**src/rtl/mu_alu_requester.sv**
```systemverilog
// mu_alu_requester
//   Initiator side of the mu_alu valid/ready handshake. Tagged commands are
//   buffered in a small FIFO. They are issued to mu_alu one at a time, and each
//   result is returned with overflow/timeout status on a valid/ready response port.
//   Optional build macro: MU_ALU_REQ_STATS_EN adds the saturating counters
//   stat_ops (responses delivered) and stat_ovf (responses flagged ovf or timeout).
module mu_alu_requester #(
  parameter int CMD_DEPTH = 4,
  parameter int TAG_W     = 4,
  parameter int TIMEOUT   = 64
) (
  input  logic              clk,
  input  logic              rst_n,
  input  logic              cmd_valid,
  output logic              cmd_ready,
  input  logic [2:0]        cmd_op,
  input  logic [31:0]       cmd_a,
  input  logic [31:0]       cmd_b,
  input  logic [TAG_W-1:0]  cmd_tag,
  output logic [2:0]        alu_op,
  output logic [31:0]       alu_a,
  output logic [31:0]       alu_b,
  output logic              alu_valid,
  input  logic [31:0]       alu_result,
  input  logic              alu_ready,
  input  logic              alu_ovf,
  output logic              rsp_valid,
  input  logic              rsp_ready,
  output logic [31:0]       rsp_result,
  output logic              rsp_ovf,
  output logic              rsp_timeout,
  output logic [TAG_W-1:0]  rsp_tag,
`ifdef MU_ALU_REQ_STATS_EN
  output logic [31:0]       stat_ops,
  output logic [31:0]       stat_ovf,
`endif
  output logic              busy
);

  localparam int DATA_W = 32;
  localparam int PTR_W  = (CMD_DEPTH > 1) ? $clog2(CMD_DEPTH) : 1;
  localparam int CNT_W  = PTR_W + 1;
  localparam logic [CNT_W-1:0] DEPTH_C = CNT_W'(CMD_DEPTH);
  localparam int TMR_W  = (TIMEOUT > 2) ? $clog2(TIMEOUT) : 1;
  localparam logic [TMR_W-1:0] TMR_LAST = TMR_W'((TIMEOUT > 0) ? (TIMEOUT - 1) : 0);
  localparam bit TMO_EN = (TIMEOUT != 0);

  typedef enum logic [1:0] {S_IDLE, S_WAIT, S_RELEASE} state_t;

  // Command FIFO storage (no reset: contents are qualified by count_q)
  logic [2:0]        fifo_op_q  [CMD_DEPTH];
  logic [DATA_W-1:0] fifo_a_q   [CMD_DEPTH];
  logic [DATA_W-1:0] fifo_b_q   [CMD_DEPTH];
  logic [TAG_W-1:0]  fifo_tag_q [CMD_DEPTH];

  logic [PTR_W-1:0] wr_ptr_q, wr_ptr_d, rd_ptr_q, rd_ptr_d;
  logic [CNT_W-1:0] count_q, count_d;
  logic             full, empty, push, pop;

  state_t           state_q, state_d;
  logic             issue, capture, cap_timeout, timer_inc;
  logic             slot_free, tmo_hit;

  logic [2:0]        alu_op_q, alu_op_d;
  logic [DATA_W-1:0] alu_a_q, alu_a_d, alu_b_q, alu_b_d;
  logic              alu_valid_q, alu_valid_d;
  logic [TAG_W-1:0]  inflight_tag_q, inflight_tag_d;
  logic [TMR_W-1:0]  timer_q, timer_d;

  logic              rsp_valid_q, rsp_valid_d;
  logic [DATA_W-1:0] rsp_result_q, rsp_result_d;
  logic              rsp_ovf_q, rsp_ovf_d;
  logic              rsp_timeout_q, rsp_timeout_d;
  logic [TAG_W-1:0]  rsp_tag_q, rsp_tag_d;

  // cmd_ready is taken from the registered count only, never from this cycle's pop
  assign full      = (count_q == DEPTH_C);
  assign empty     = (count_q == '0);
  assign cmd_ready = !full;
  assign push      = cmd_valid && !full;
  assign slot_free = !rsp_valid_q || rsp_ready;
  assign tmo_hit   = TMO_EN && (timer_q == TMR_LAST);

  // Write accepted commands into the FIFO
  always_ff @(posedge clk) begin
    if (push) begin
      fifo_op_q[wr_ptr_q]  <= cmd_op;
      fifo_a_q[wr_ptr_q]   <= cmd_a;
      fifo_b_q[wr_ptr_q]   <= cmd_b;
      fifo_tag_q[wr_ptr_q] <= cmd_tag;
    end
  end

  // FIFO pointer and occupancy next-state
  always_comb begin
    wr_ptr_d = wr_ptr_q;
    rd_ptr_d = rd_ptr_q;
    count_d  = count_q;
    if (push) wr_ptr_d = wr_ptr_q + 1'b1;
    if (pop)  rd_ptr_d = rd_ptr_q + 1'b1;
    case ({push, pop})
      2'b10:   count_d = count_q + 1'b1;
      2'b01:   count_d = count_q - 1'b1;
      default: count_d = count_q;
    endcase
  end

  // FIFO pointer and occupancy registers
  always_ff @(posedge clk or negedge rst_n) begin
    if (!rst_n) begin
      wr_ptr_q <= '0;
      rd_ptr_q <= '0;
      count_q  <= '0;
    end else begin
      wr_ptr_q <= wr_ptr_d;
      rd_ptr_q <= rd_ptr_d;
      count_q  <= count_d;
    end
  end

  // Issue FSM state register
  always_ff @(posedge clk or negedge rst_n) begin
    if (!rst_n) state_q <= S_IDLE;
    else        state_q <= state_d;
  end

  // Issue FSM next state and per-cycle control strobes
  always_comb begin
    state_d     = state_q;
    pop         = 1'b0;
    issue       = 1'b0;
    capture     = 1'b0;
    cap_timeout = 1'b0;
    timer_inc   = 1'b0;
    case (state_q)
      S_IDLE: begin
        if (!empty) begin
          pop     = 1'b1;
          issue   = 1'b1;
          state_d = S_WAIT;
        end
      end
      S_WAIT: begin
        if (alu_ready) begin
          // ALU holds its result while valid stays high, so a busy slot just stalls
          if (slot_free) begin
            capture = 1'b1;
            state_d = S_RELEASE;
          end
        end else if (tmo_hit) begin
          // Timer parks at its last value until the response slot frees up
          if (slot_free) begin
            capture     = 1'b1;
            cap_timeout = 1'b1;
            state_d     = S_RELEASE;
          end
        end else begin
          timer_inc = 1'b1;
        end
      end
      S_RELEASE: begin
        // Valid must not rise again until the ALU has dropped ready
        if (!alu_ready) begin
          if (!empty) begin
            pop     = 1'b1;
            issue   = 1'b1;
            state_d = S_WAIT;
          end else begin
            state_d = S_IDLE;
          end
        end
      end
      default: state_d = S_IDLE;
    endcase
  end

  // ALU drive, timer and response slot next-state
  always_comb begin
    alu_op_d       = alu_op_q;
    alu_a_d        = alu_a_q;
    alu_b_d        = alu_b_q;
    alu_valid_d    = alu_valid_q;
    inflight_tag_d = inflight_tag_q;
    timer_d        = timer_q;
    rsp_valid_d    = rsp_valid_q;
    rsp_result_d   = rsp_result_q;
    rsp_ovf_d      = rsp_ovf_q;
    rsp_timeout_d  = rsp_timeout_q;
    rsp_tag_d      = rsp_tag_q;
    if (issue) begin
      alu_op_d       = fifo_op_q[rd_ptr_q];
      alu_a_d        = fifo_a_q[rd_ptr_q];
      alu_b_d        = fifo_b_q[rd_ptr_q];
      inflight_tag_d = fifo_tag_q[rd_ptr_q];
      alu_valid_d    = 1'b1;
      timer_d        = '0;
    end else if (timer_inc) begin
      timer_d = timer_q + 1'b1;
    end
    if (rsp_valid_q && rsp_ready) rsp_valid_d = 1'b0;
    // A capture in the same edge as a handshake refills the slot
    if (capture) begin
      rsp_valid_d   = 1'b1;
      rsp_result_d  = cap_timeout ? '0 : alu_result;
      rsp_ovf_d     = cap_timeout ? 1'b0 : alu_ovf;
      rsp_timeout_d = cap_timeout;
      rsp_tag_d     = inflight_tag_q;
      alu_valid_d   = 1'b0;
    end
  end

  // ALU drive, timer and response slot registers
  always_ff @(posedge clk or negedge rst_n) begin
    if (!rst_n) begin
      alu_op_q       <= '0;
      alu_a_q        <= '0;
      alu_b_q        <= '0;
      alu_valid_q    <= 1'b0;
      inflight_tag_q <= '0;
      timer_q        <= '0;
      rsp_valid_q    <= 1'b0;
      rsp_result_q   <= '0;
      rsp_ovf_q      <= 1'b0;
      rsp_timeout_q  <= 1'b0;
      rsp_tag_q      <= '0;
    end else begin
      alu_op_q       <= alu_op_d;
      alu_a_q        <= alu_a_d;
      alu_b_q        <= alu_b_d;
      alu_valid_q    <= alu_valid_d;
      inflight_tag_q <= inflight_tag_d;
      timer_q        <= timer_d;
      rsp_valid_q    <= rsp_valid_d;
      rsp_result_q   <= rsp_result_d;
      rsp_ovf_q      <= rsp_ovf_d;
      rsp_timeout_q  <= rsp_timeout_d;
      rsp_tag_q      <= rsp_tag_d;
    end
  end

  assign alu_op      = alu_op_q;
  assign alu_a       = alu_a_q;
  assign alu_b       = alu_b_q;
  assign alu_valid   = alu_valid_q;
  assign rsp_valid   = rsp_valid_q;
  assign rsp_result  = rsp_result_q;
  assign rsp_ovf     = rsp_ovf_q;
  assign rsp_timeout = rsp_timeout_q;
  assign rsp_tag     = rsp_tag_q;
  assign busy        = !empty || (state_q != S_IDLE);

`ifdef MU_ALU_REQ_STATS_EN
  logic [31:0] stat_ops_q, stat_ops_d, stat_ovf_q, stat_ovf_d;

  function automatic logic [31:0] sat_inc(input logic [31:0] v);
    return (v == 32'hFFFF_FFFF) ? v : v + 32'd1;
  endfunction

  // Counters advance on each delivered response and stick at all-ones
  always_comb begin
    stat_ops_d = stat_ops_q;
    stat_ovf_d = stat_ovf_q;
    if (rsp_valid_q && rsp_ready) begin
      stat_ops_d = sat_inc(stat_ops_q);
      if (rsp_ovf_q || rsp_timeout_q) stat_ovf_d = sat_inc(stat_ovf_q);
    end
  end

  // Statistics registers, cleared only by reset
  always_ff @(posedge clk or negedge rst_n) begin
    if (!rst_n) begin
      stat_ops_q <= '0;
      stat_ovf_q <= '0;
    end else begin
      stat_ops_q <= stat_ops_d;
      stat_ovf_q <= stat_ovf_d;
    end
  end

  assign stat_ops = stat_ops_q;
  assign stat_ovf = stat_ovf_q;
`endif

endmodule
```
**config.mk**
```make
export PLATFORM = sky130hd
export DESIGN_NAME = mu_alu_requester
export DESIGN_NICKNAME = d
export VERILOG_FILES = /design/src/rtl/mu_alu_requester.sv
export SDC_FILE = /design/constraint.sdc
export NUM_CORES = 1
export LEC_CHECK = 0
export ABC_AREA = 0
export CAP_MARGIN = 0
export CELL_PAD_IN_SITES_DETAIL_PLACEMENT = 0
export CELL_PAD_IN_SITES_GLOBAL_PLACEMENT = 2
export CORE_MARGIN = 3
export CORE_UTILIZATION = 40
export CTS_CLUSTER_DIAMETER = 30
export DETAILED_ROUTE_END_ITERATION = 12
export PLACE_DENSITY_LB_ADDON = 0.3
export SLEW_MARGIN = 30
export SYNTH_ARGS = -nofsm -noshare
export SYNTH_HDL_FRONTEND = slang
export SYNTH_SLANG_ARGS = --single-unit
```
**constraint.sdc**
```tcl
create_clock -name clk -period 6.2 [get_ports clk]
set_clock_uncertainty 0.05 [all_clocks]
set_input_delay 1.24 -clock clk [delete_from_list [all_inputs] [get_ports clk]]
set_output_delay 1.24 -clock clk [all_outputs]
set_load 0.05 [all_outputs]
```
## Yosys cells after proc, flatten, opt, wreduce, memory -nomap -nowiden

Memory sizes are Yosys's and may differ from the RTL's. A register that Yosys moved wholly into a read port is not among the register bits.
Cells that the tools add are included.

- Register bits: 55
- RAM bits: 284
- Bits of input ports: 109
- Output and inout port bits: 109
- Word-level logic and storage cells: 78
- Memories kept: 4

Memory list:

| name | words | width | rd ports | clocked after memory_dff | write ports | RTL line | text |
|---|---|---|---|---|---|---|---|
| fifo_a_q | 4 | 32 | 1 | 1 | 1 | 52 | `logic [DATA_W-1:0] fifo_a_q [CMD_DEPTH];` |
| fifo_b_q | 4 | 32 | 1 | 1 | 1 | 53 | `logic [DATA_W-1:0] fifo_b_q [CMD_DEPTH];` |
| fifo_tag_q | 4 | 4 | 1 | 1 | 1 | 54 | `logic [TAG_W-1:0] fifo_tag_q [CMD_DEPTH];` |
| fifo_op_q | 4 | 3 | 1 | 1 | 1 | 51 | `logic [2:0] fifo_op_q [CMD_DEPTH];` |

- Add/sub/neg operators: 5
- Equal/unequal tests: 9
- Mux-type cells: 30
- Reductions and logical operators: 19

Operator list:

| operator | number |
|---|---|
| $mux 32 | 1 |
| $mux 1 | 19 |
| $mux 6 | 2 |
| $mux 2 | 5 |
| $reduce_bool 2->1 | 5 |
| $logic_not 1->1 | 7 |
| $add 6x1->6 const B | 1 |
| $eq 6x6->1 const B | 1 |
| $pmux 2 s3 | 1 |
| $pmux 3 s2 | 1 |
| $add 2x1->2 const B | 2 |
| $eq 2x1->1 const B | 2 |
| $eq 2x2->1 const B | 2 |
| $ne 2x2->1 const B | 2 |
| $add 3x1->3 const B | 1 |
| $eq 3x3->1 const B | 1 |
| $logic_not 3->1 | 1 |
| $ne 3x3->1 const B | 1 |
| $reduce_and 3->1 | 1 |
| $sub 3x1->3 const B | 1 |
| $logic_and 1x1->1 | 2 |
| $logic_not 2->1 | 1 |
| $logic_or 1x1->1 | 2 |
| $pmux 1 s2 | 1 |

## Longest topological paths before layout

- Depth in word-level cells: 7
- Depth in mapped cells: 8
- Mapped depth without buffers: 6

## Worst setup path after synthesis

No wires, ideal clock.

- Kind: in2reg
- From: input port cmd_valid
- To: memory fifo_a_q[3][0], enable pin
- Library setup time: 0.437 ns
- Data arrival time: 3.268 ns
- Required time: 5.713 ns
- Path slack: 2.445 ns
- Stages: 2
- Path buffers: 1
- Path through: clkbuf_1 > and3_1

- Word-level cells in the longest chain between the ends: 3

Ends and longest elaborated chain:

| element | RTL line | text |
|---|---|---|
| start: declaration | 14 | `input logic cmd_valid,` |
| $logic_and 1x1->1 | 80 | `assign push = cmd_valid && !full;` |
| $mux 1 | 86 | `if (push) begin` |
| $mux 1 (not written as such) | 88 | `fifo_a_q[wr_ptr_q] <= cmd_a;` |
| end: declaration | 52 |  |

No other way between the ends.

## Worst setup path in the final report

- From: register count_q[1]
- To: output port busy

- Word-level cells in the longest chain between the ends: 3

Ends and longest elaborated chain:

| element | RTL line | text |
|---|---|---|
| start: declaration | 57 | `logic [CNT_W-1:0] count_q, count_d;` |
| start signal: assignment | 117 | `count_q <= count_d;` |
| $logic_not 3->1 | 78 | `assign empty = (count_q == '0);` |
| $logic_not 1->1 | 250 | `assign busy = !empty \|\| (state_q != S_IDLE);` |
| $logic_or 1x1->1 | 250 |  |
| end: declaration | 37 | `output logic busy` |

No other way between the ends.

==> results.json <==
{
  "outcome": "finished clean",
  "multi_input_area_mm2": 0.00336,
  "drt_first_pass_iters": 4,
  "die_height_um": 202,
  "routedLengthMet1_um": 14400,
  "power_frac_seq": 0.323,
  "regArea_mm2": 0.0117,
  "hold_viol": 0,
  "power.internal_mw": 8.54,
  "antenna_found_initial": 1,
  "power_mw": 13.0,
  "power.leakage_nw": 8.02,
  "synth_cell_type_count": 46,
  "initial_utilization": 0.412,
  "drv_slew": 0,
  "cts.sinks": 410,
  "p_comb_frac": 0.313,
  "p_sw_frac": 0.344,
  "cp-end-kind": "output pin",
  "cp-start-kind": "flop",
  "cp_max_fo": 6,
  "grt-ovfl-total": 0,
  "wl_met3_um": 1950,
  "nFillCells": 2903,
  "cts_tree": "done",
  "nets": 1244,
  "via_per_inst": 4.92,
  "synth_ff_type": "edfxtp_1",
  "p_sw_mw": 4.47,
  "synthArstFlopShare": 0.307,
  "worstPathRequired_ns": 4.91,
  "worstSetupPathType": "reg2out",
  "fin_crit_ns": 3.81,
  "p_per_area_mw_per_mm2": 619,
  "h-tree-depth": 3,
  "grt_util_all_layers": 0.167,
  "ys_ff_latch": 410,
  "pwr-share-clk": 0.364,
  "syn2layout_area_growth_pct": 37.5,
  "cts_buffer_depth": 3,
  "grt_pass1_vias": 9090,
  "syn_inst": 858,
  "io_pins": 218,
  "setup_tns_ns": 0,
  "ir_drop_mv": 0.275,
  "die_width_um": 202,
  "grt_pass1_wl_um": 52300,
  "crit_arrival_ns": 2.52,
  "wl_um": 33100,
  "fin_crit_sh": 0.615,
  "ys_seq_area_frac": 0.764,
  "cap_viol_max_count": 0,
  "rsz0062_at_grt": "no",
  "max_freq_mhz": 262,
  "cts_hold_buf": 0,
  "route.vias.total": 8371,
  "rows": 70,
  "synth_edf_count": 284,
  "worstMarginPinSlew_ns": 0.931,
  "relSlewSlack": 0.380,
  "top_layer_used": "met5",
  "syn_area_mm2": 0.0153,
  "io_buffers": 217,
  "core_mm2": 0.0371,
  "drt_iter0_drc": 497,
  "die-area_mm2": 0.0406,
  "postCtsSetupBuffers": 0,
  "n_antenna_cell": 0,
  "syn_nets": 973,
  "grt_start_max_net_pins": 80,
  "synth_area_per_cell_um2": 17.8,
  "setup_viol_count_final": 0,
  "postRouteAntennaNets": 0,
  "wl_met2_um": 16000,
  "hold_class": "reg2reg",
  "synth_warnings": 0,
  "cts_repair_resize_count": 0,
  "place.detailed.hpwl_um": 19400,
  "cts_buffers": 85,
  "clock-root-buffer": "clkbuf_16",
  "drc_errors": 0,
  "drt-wirelength-per-cell_um": 19.5,
  "clock_latency_ns": 0.60,
  "gp_congestion": 0.740,
  "clk_pin_slew_worst_paths_ns": 0.04,
  "drive_above_1_share": 0.205
}
## Yosys cell counts (7+ instances only)
library cell,count,area share
edfxtp_1,284,0.56
nand2_1,219,0.054
dfrtp_1,126,0.21
mux4_2,71,0.10
a22o_1,33,0.019
buf_4,16,0.0079
clkbuf_1,16,0.0039
nor2_1,10,0.0025
buf_6,7,0.0052
## worst max-delay path, cell delays in order (launching register included)
cell and delay [ns]:
dfrtp_1 0.43, or2_1 0.33, or4_1 0.43, clkdlybuf4s50_1 0.74
## power by group through the flow
stage / Clock [mW] / Sequential (mW) / Combinational, mW
after floorplan: 0 / 5.23 / 1.83
after global placement: 0 / 4.29 / 4.06
after detailed placement: 0 / 4.25 / 4.14
final: 4.74 / 4.20 / 4.07
after global routing: 4.98 / 4.30 / 4.37
after CTS: 4.83 / 4.22 / 4.16
## layout make-up
type,count,share of cell area
Inverter,4,0.000714
Sequential cell,410,0.556
Multi-Input combinational cell,402,0.160
Tap cell,504,0.0300
Clock inverter,57,0.0390
Timing Repair Buffer,226,0.108
Clock buffer,99,0.107
## routing by layer
metal	global-route usage	vias to the layer above
li1	-	3814
met1	0.219	4218
met2	0.269	263
met3	0.0479	74
met4	0.0563	2
met5	0	-
## stage by stage
stage / hold WS (ns) / area [um2] / utilization / instances / setup slack (ns)
floorplan: 0.396 / 15300 / - / 858 / 2.45
global placement: 0.408 / 17900 / 0.482 / 1544 / 2.45
detailed placement: 0.412 / 17900 / 0.483 / 1545 / 2.42
CTS: 0.423 / 21000 / 0.566 / 1701 / 2.34
global route: 0.440 / 21000 / 0.566 / 1702 / 2.28
finish: 0.417 / 21000 / 0.566 / 1702 / 2.39
## cells in the final DEF (no fill, tap or decap), types with 5 or more instances in the layout
master	instances
a21oi_1	5
a22o_1	33
buf_4	7
bufinv_16	15
clkbuf_1	7
clkbuf_16	85
clkbuf_8	7
clkdlybuf4s50_1	216
clkinv_1	5
clkinv_2	14
clkinv_4	6
clkinvlp_4	7
dfrtp_1	124
edfxtp_1	284
ha_1	5
mux4_2	71
nand2_1	219
nand3_1	5
nor2_1	10
o21ai_0	5
## final timing paths
kind	startpoint	endpoint	slack, ns	cells past startpoint
worst max register to register	rd_ptr_q[0]	alu_b[20]	3.57	4
min in group asynchronous	rst_n	count_q[1]	0.66	1
worst max-delay path	count_q[1]	busy	2.39	3
max in group asynchronous	rst_n	alu_b[0]	4.25	2
worst min register to register	alu_b[27]	alu_b[27]	0.42	2
worst min-delay path	alu_b[27]	alu_b[27]	0.42	2
## cell families (layout without fill, tap and decap cells)
| kind of cell | count (synthesis) | count (layout) | synth area share |
|---|---|---|---|
| flip-flops | 410 | 410 | 0.764 |
| buffers and inverters | 46 | 386 | 0.0189 |
| XOR/XNOR | 4 | 4 | 0.00229 |
| AND/OR/NAND/NOR | 254 | 254 | 0.0682 |
| AO/OA/AOI/OAI | 61 | 61 | 0.0313 |
| multiplexers | 77 | 77 | 0.110 |
| adder cells (fa/ha/maj) | 6 | 6 | 0.00540 |
## sequential cells by signal, summed over array words and instances (netlist names), 2 cells and up
signal          cells
fifo_a_q          128
fifo_b_q          128
alu_a              32
alu_b              32
rsp_result         32
fifo_tag_q         16
fifo_op_q          12
timer_q             6
inflight_tag_q      4
rsp_tag             4
alu_op              3
count_q             3
rd_ptr_q            2
state_q             2
wr_ptr_q            2
Power figures use the tool's default switching activity.
==> variant 1, RTL diff (config.mk and constraints unchanged) <==
`TIMEOUT`: 64 -> 128.
--- a/src/rtl/mu_alu_requester.sv
+++ b/src/rtl/mu_alu_requester.sv
@@ -7,7 +7,7 @@
 module mu_alu_requester #(
   parameter int CMD_DEPTH = 4,
   parameter int TAG_W     = 4,
-  parameter int TIMEOUT   = 64
+  parameter int TIMEOUT   = 128
 ) (
   input  logic              clk,
   input  logic              rst_n,
Formal check against the unedited RTL: no difference found for any inputs over 4 cycles, from zero or initial values and one cycle with rst_n low; that may be too few to reach the edited logic, so the function may still have changed.
==> variant 1 against the original RTL <==
Wire length up 2.3%; die area decreased by 0.56%; fmax is 10% higher; global-route usage rose by 0.39 points; critical path depth is the same; utilization grew 0.53 points; sequential cell count grew 1; synthesized area is 0.58% lower; total power increased by 0.97%; via count about the same; highest routed layer unchanged; setup slack better by 0.35 ns; design area increased by 0.69%.
==> variant 1: results (changes against the original RTL) <==
Finish
  • Count of buffers not belonging to the clock network in the layout: 228 (+0.88%)
  • Fraction of layout cells with a size suffix above 1: 0.209 (+0.00327)
  • Portion of the layout cell area used by non-clock buffers: 0.108 (+0.000266)
  • Flip-flop and latch count: 411 (+0.24%)
  • Count of clock-net buffers in the final layout: 112 (+13%)
  • Nets: 1247 (+0.24%)
  • Final Cell Area: 0.0212 mm^2 (+0.69%)
  • Multi-input combinational area share: 0.155 (-0.00417)

GRT
  • Antenna violations before repair: 3 (+2)
  • Global-route wire length before repair: 53200 um (+1.6%)
  • GR met3 Demand/Resource: 0.0569 (+0.00903)
  • Number of global-route vias before repair: 8992 (-1.1%)
  • GRT Overall Usage: 0.171 (+0.00392)

Logic synthesis
  • Cell count after synthesis: 853 (-0.58%)
  • Number of unique standard cell types used by synthesis: 41 (-11%)
  • Proportion of synthesized chip area in sequential cells: 0.770 (+0.00611)
  • Adder and majority gate portion of the synthesized area: 0.00626 (+0.000855)

Pwr
  • Part of the total power dissipated in sequential elements: 0.318 (-0.005)
  • Comb. pwr: 4010 uW (-1%)
  • Areal power density over the cells: 621 mW/mm^2 (+0.28%)
  • Worst IR Drop VDD: 322 uV (+17%)

Placement
  • Placer's final routability congestion estimate: 0.750 (+1.3%)
  • Instance area after placement: 0.0179 mm^2 (-0.14%)
  • Cell count after placement: 1541 (-0.26%)
  • HPWL after DPL: 18800 um (-2.9%)

Route
  • Number of vias per cell: 4.89 (-0.57%)
  • M1 wire length: 14600 um (+1.1%)
  • Met3 WL post-DR: 2230 um (+14%)
  • Total wire length: 33900 um (+2.3%)
  • Initial DRC count: 418 (-16%)
  • 1st-pass router iterations: 6 (+2)

Worst setup path
  • Family with the most delay on the worst path: buffers and inverters
  • Arrival time at the worst endpoint: 2.18 ns (-0.34 ns)

Status
  • Run status: finished clean
-- variant 1: cell types whose count changed in the layout (fill, tap and decap cells not counted), moves of 3 or more --
cell       before  now
inv_6           4   14
clkbuf_1        7   12
inv_16          4    1
clkbuf_16      85   94
clkinv_4        6    1
mux2_4          4    0
a21oi_1         5    2
mux2_1          0    4
-- variant 1: final timing paths --
check	end	slack [ns]	start
setup / recovery	busy	2.73	count_q[1]$_DFFE_PN0P_
hold / removal	inflight_tag_q[2]$_DFFE_PN0N_	0.41	inflight_tag_q[2]$_DFFE_PN0N_
setup reg to reg	fifo_b_q[0][22]$_DFFE_PP_	3.82	count_q[0]$_DFFE_PN0P_
hold reg to reg	inflight_tag_q[2]$_DFFE_PN0N_	0.41	inflight_tag_q[2]$_DFFE_PN0N_
max in group asynchronous	alu_a[23]$_DFFE_PN0N_	4.44	rst_n
min in group asynchronous	rsp_result[29]$_DFFE_PN0P_	0.68	rst_n
==> variant 2, RTL diff (same settings) <==
Without the edit above. The 3 states of `state_t` get a one-hot encoding in 3 bits.
--- a/src/rtl/mu_alu_requester.sv
+++ b/src/rtl/mu_alu_requester.sv
@@ -45,7 +45,7 @@
   localparam logic [TMR_W-1:0] TMR_LAST = TMR_W'((TIMEOUT > 0) ? (TIMEOUT - 1) : 0);
   localparam bit TMO_EN = (TIMEOUT != 0);
 
-  typedef enum logic [1:0] {S_IDLE, S_WAIT, S_RELEASE} state_t;
+  typedef enum logic [2:0] {S_IDLE = 3'b001, S_WAIT = 3'b010, S_RELEASE = 3'b100} state_t;
 
   // Command FIFO storage (no reset: contents are qualified by count_q)
   logic [2:0]        fifo_op_q  [CMD_DEPTH];
Check against the original RTL: no difference found for any inputs over 4 cycles, from zero or initial values and one cycle with rst_n low; so few cycles prove little.
==> variant 2 against the original RTL <==
Wire length is 3.5% lower; count of clock-buffer cells in the layout is 15 higher; design area rose by 0.85%; utilization grew 0.75 points; total power increased by 1.7%; setup slack improved by 0.12 ns; hold slack gained 0.020 ns; highest routed layer unchanged; sequential cell count rose by 1; synthesized area shrank 0.94%.
==> variant 2: results (changes against the original RTL) <==
Status
  • Run status: finished clean

Logic synthesis
  • Proportion of synthesized chip area in sequential cells: 0.773 (+0.00899)
  • Most area-consuming cells after synthesis: edfxtp_1 56%, dfrtp_1 21%, mux4_2 11%
  • Share of synthesized area spent on multiplexers: 0.165 (+0.0548)
  • Proportion of synthesized flip-flops having asynchronous set or reset: 0.309 (+0.00169)
  • Average instance area after synthesis: 21.7 um^2 (+22%)
  • Number of unique standard cell types used by synthesis: 37 (-20%)
  • Synthesized-area fraction occupied by xor and xnor cells: 0.00463 (+0.00233)
  • Syn_nets: 815 (-16%)
  • Synthesized-area fraction occupied by ao, oa, aoi and oai cells: 0.0277 (-0.00359)
  • Adder and majority gate portion of the synthesized area: 0.00628 (+0.000877)

GRT
  • Antenna violations before repair: 2 (+1)
  • GRT Overall Usage: 0.162 (-0.00415)
  • Pin count of the biggest net entering global routing: 82 (+2.5%)
  • Number of global-route vias before repair: 8689 (-4.4%)
  • Met1 global-route usage: 0.208 (-0.0115)
  • Global-route met2 utilization: 0.263 (-0.00541)

Worst setup path
  • Arrival time at the worst endpoint: 4.16 ns (+1.64 ns)
  • Largest fanout of any net on the critical path: 81 (+75)
  • Biggest cell delay along the critical path: 0.54 ns (-0.20 ns)

Finish
  • Area occupied by multi-input gates: 0.00331 mm^2 (-1.4%)

Pwr
  • Clock distribution power: 4940 uW (+4%)
  • Switch share: 0.325 (-0.0186)
  • Worst IR Drop VDD: 397 uV (+44%)

Route
  • 1st-pass router iterations: 5 (+1)
  • Total number of vias: 7696 (-8.1%)
  • Number of vias per cell: 4.91 (-0.27%)
  • Met2 Routed Length: 15800 um (-1.5%)
  • Met3 WL post-DR: 1870 um (-4.3%)
  • Total wire length: 32000 um (-3.5%)

Placement
  • Worst-case setup slack after placement: 1.88 ns (-0.547 ns)
  • HPWL after DPL: 17500 um (-9.6%)

CTS
  • Clock buffer count from CTS: 91 (+7.1%)

Timing
  • Worst slew margin relative to its limit: 0.371 (-0.00848)
[variant 2: final timing paths]
kind	cells after the start	endpoint	slack, ns	startpoint
max in group asynchronous	2	timer_q[4]$_DFFE_PN0P_	4.16	rst_n
min in group asynchronous	1	rsp_result[17]$_DFFE_PN0P_	0.64	rst_n
max reg2reg	9	count_q[2]$_DFFE_PN0P_	3.34	state_q[2]$_DFFE_PN0P_
max	10	count_q[2]$_DFFE_PN0P_	2.51	alu_ready
min	1	alu_valid$_DFFE_PN0P_	0.44	alu_valid$_DFFE_PN0P_
min reg2reg	1	alu_valid$_DFFE_PN0P_	0.44	alu_valid$_DFFE_PN0P_
[variant 2: area by class of cell]
| cell class | instances | share of cell area |
|---|---|---|
| Inverter | 8 | 0.00142 |
| Clock inverter | 58 | 0.0353 |
| Clock buffer | 114 | 0.118 |
| Multi-Input combinational cell | 247 | 0.156 |
| Timing Repair Buffer | 227 | 0.107 |
| Sequential cell | 411 | 0.552 |
| Tap cell | 504 | 0.0297 |
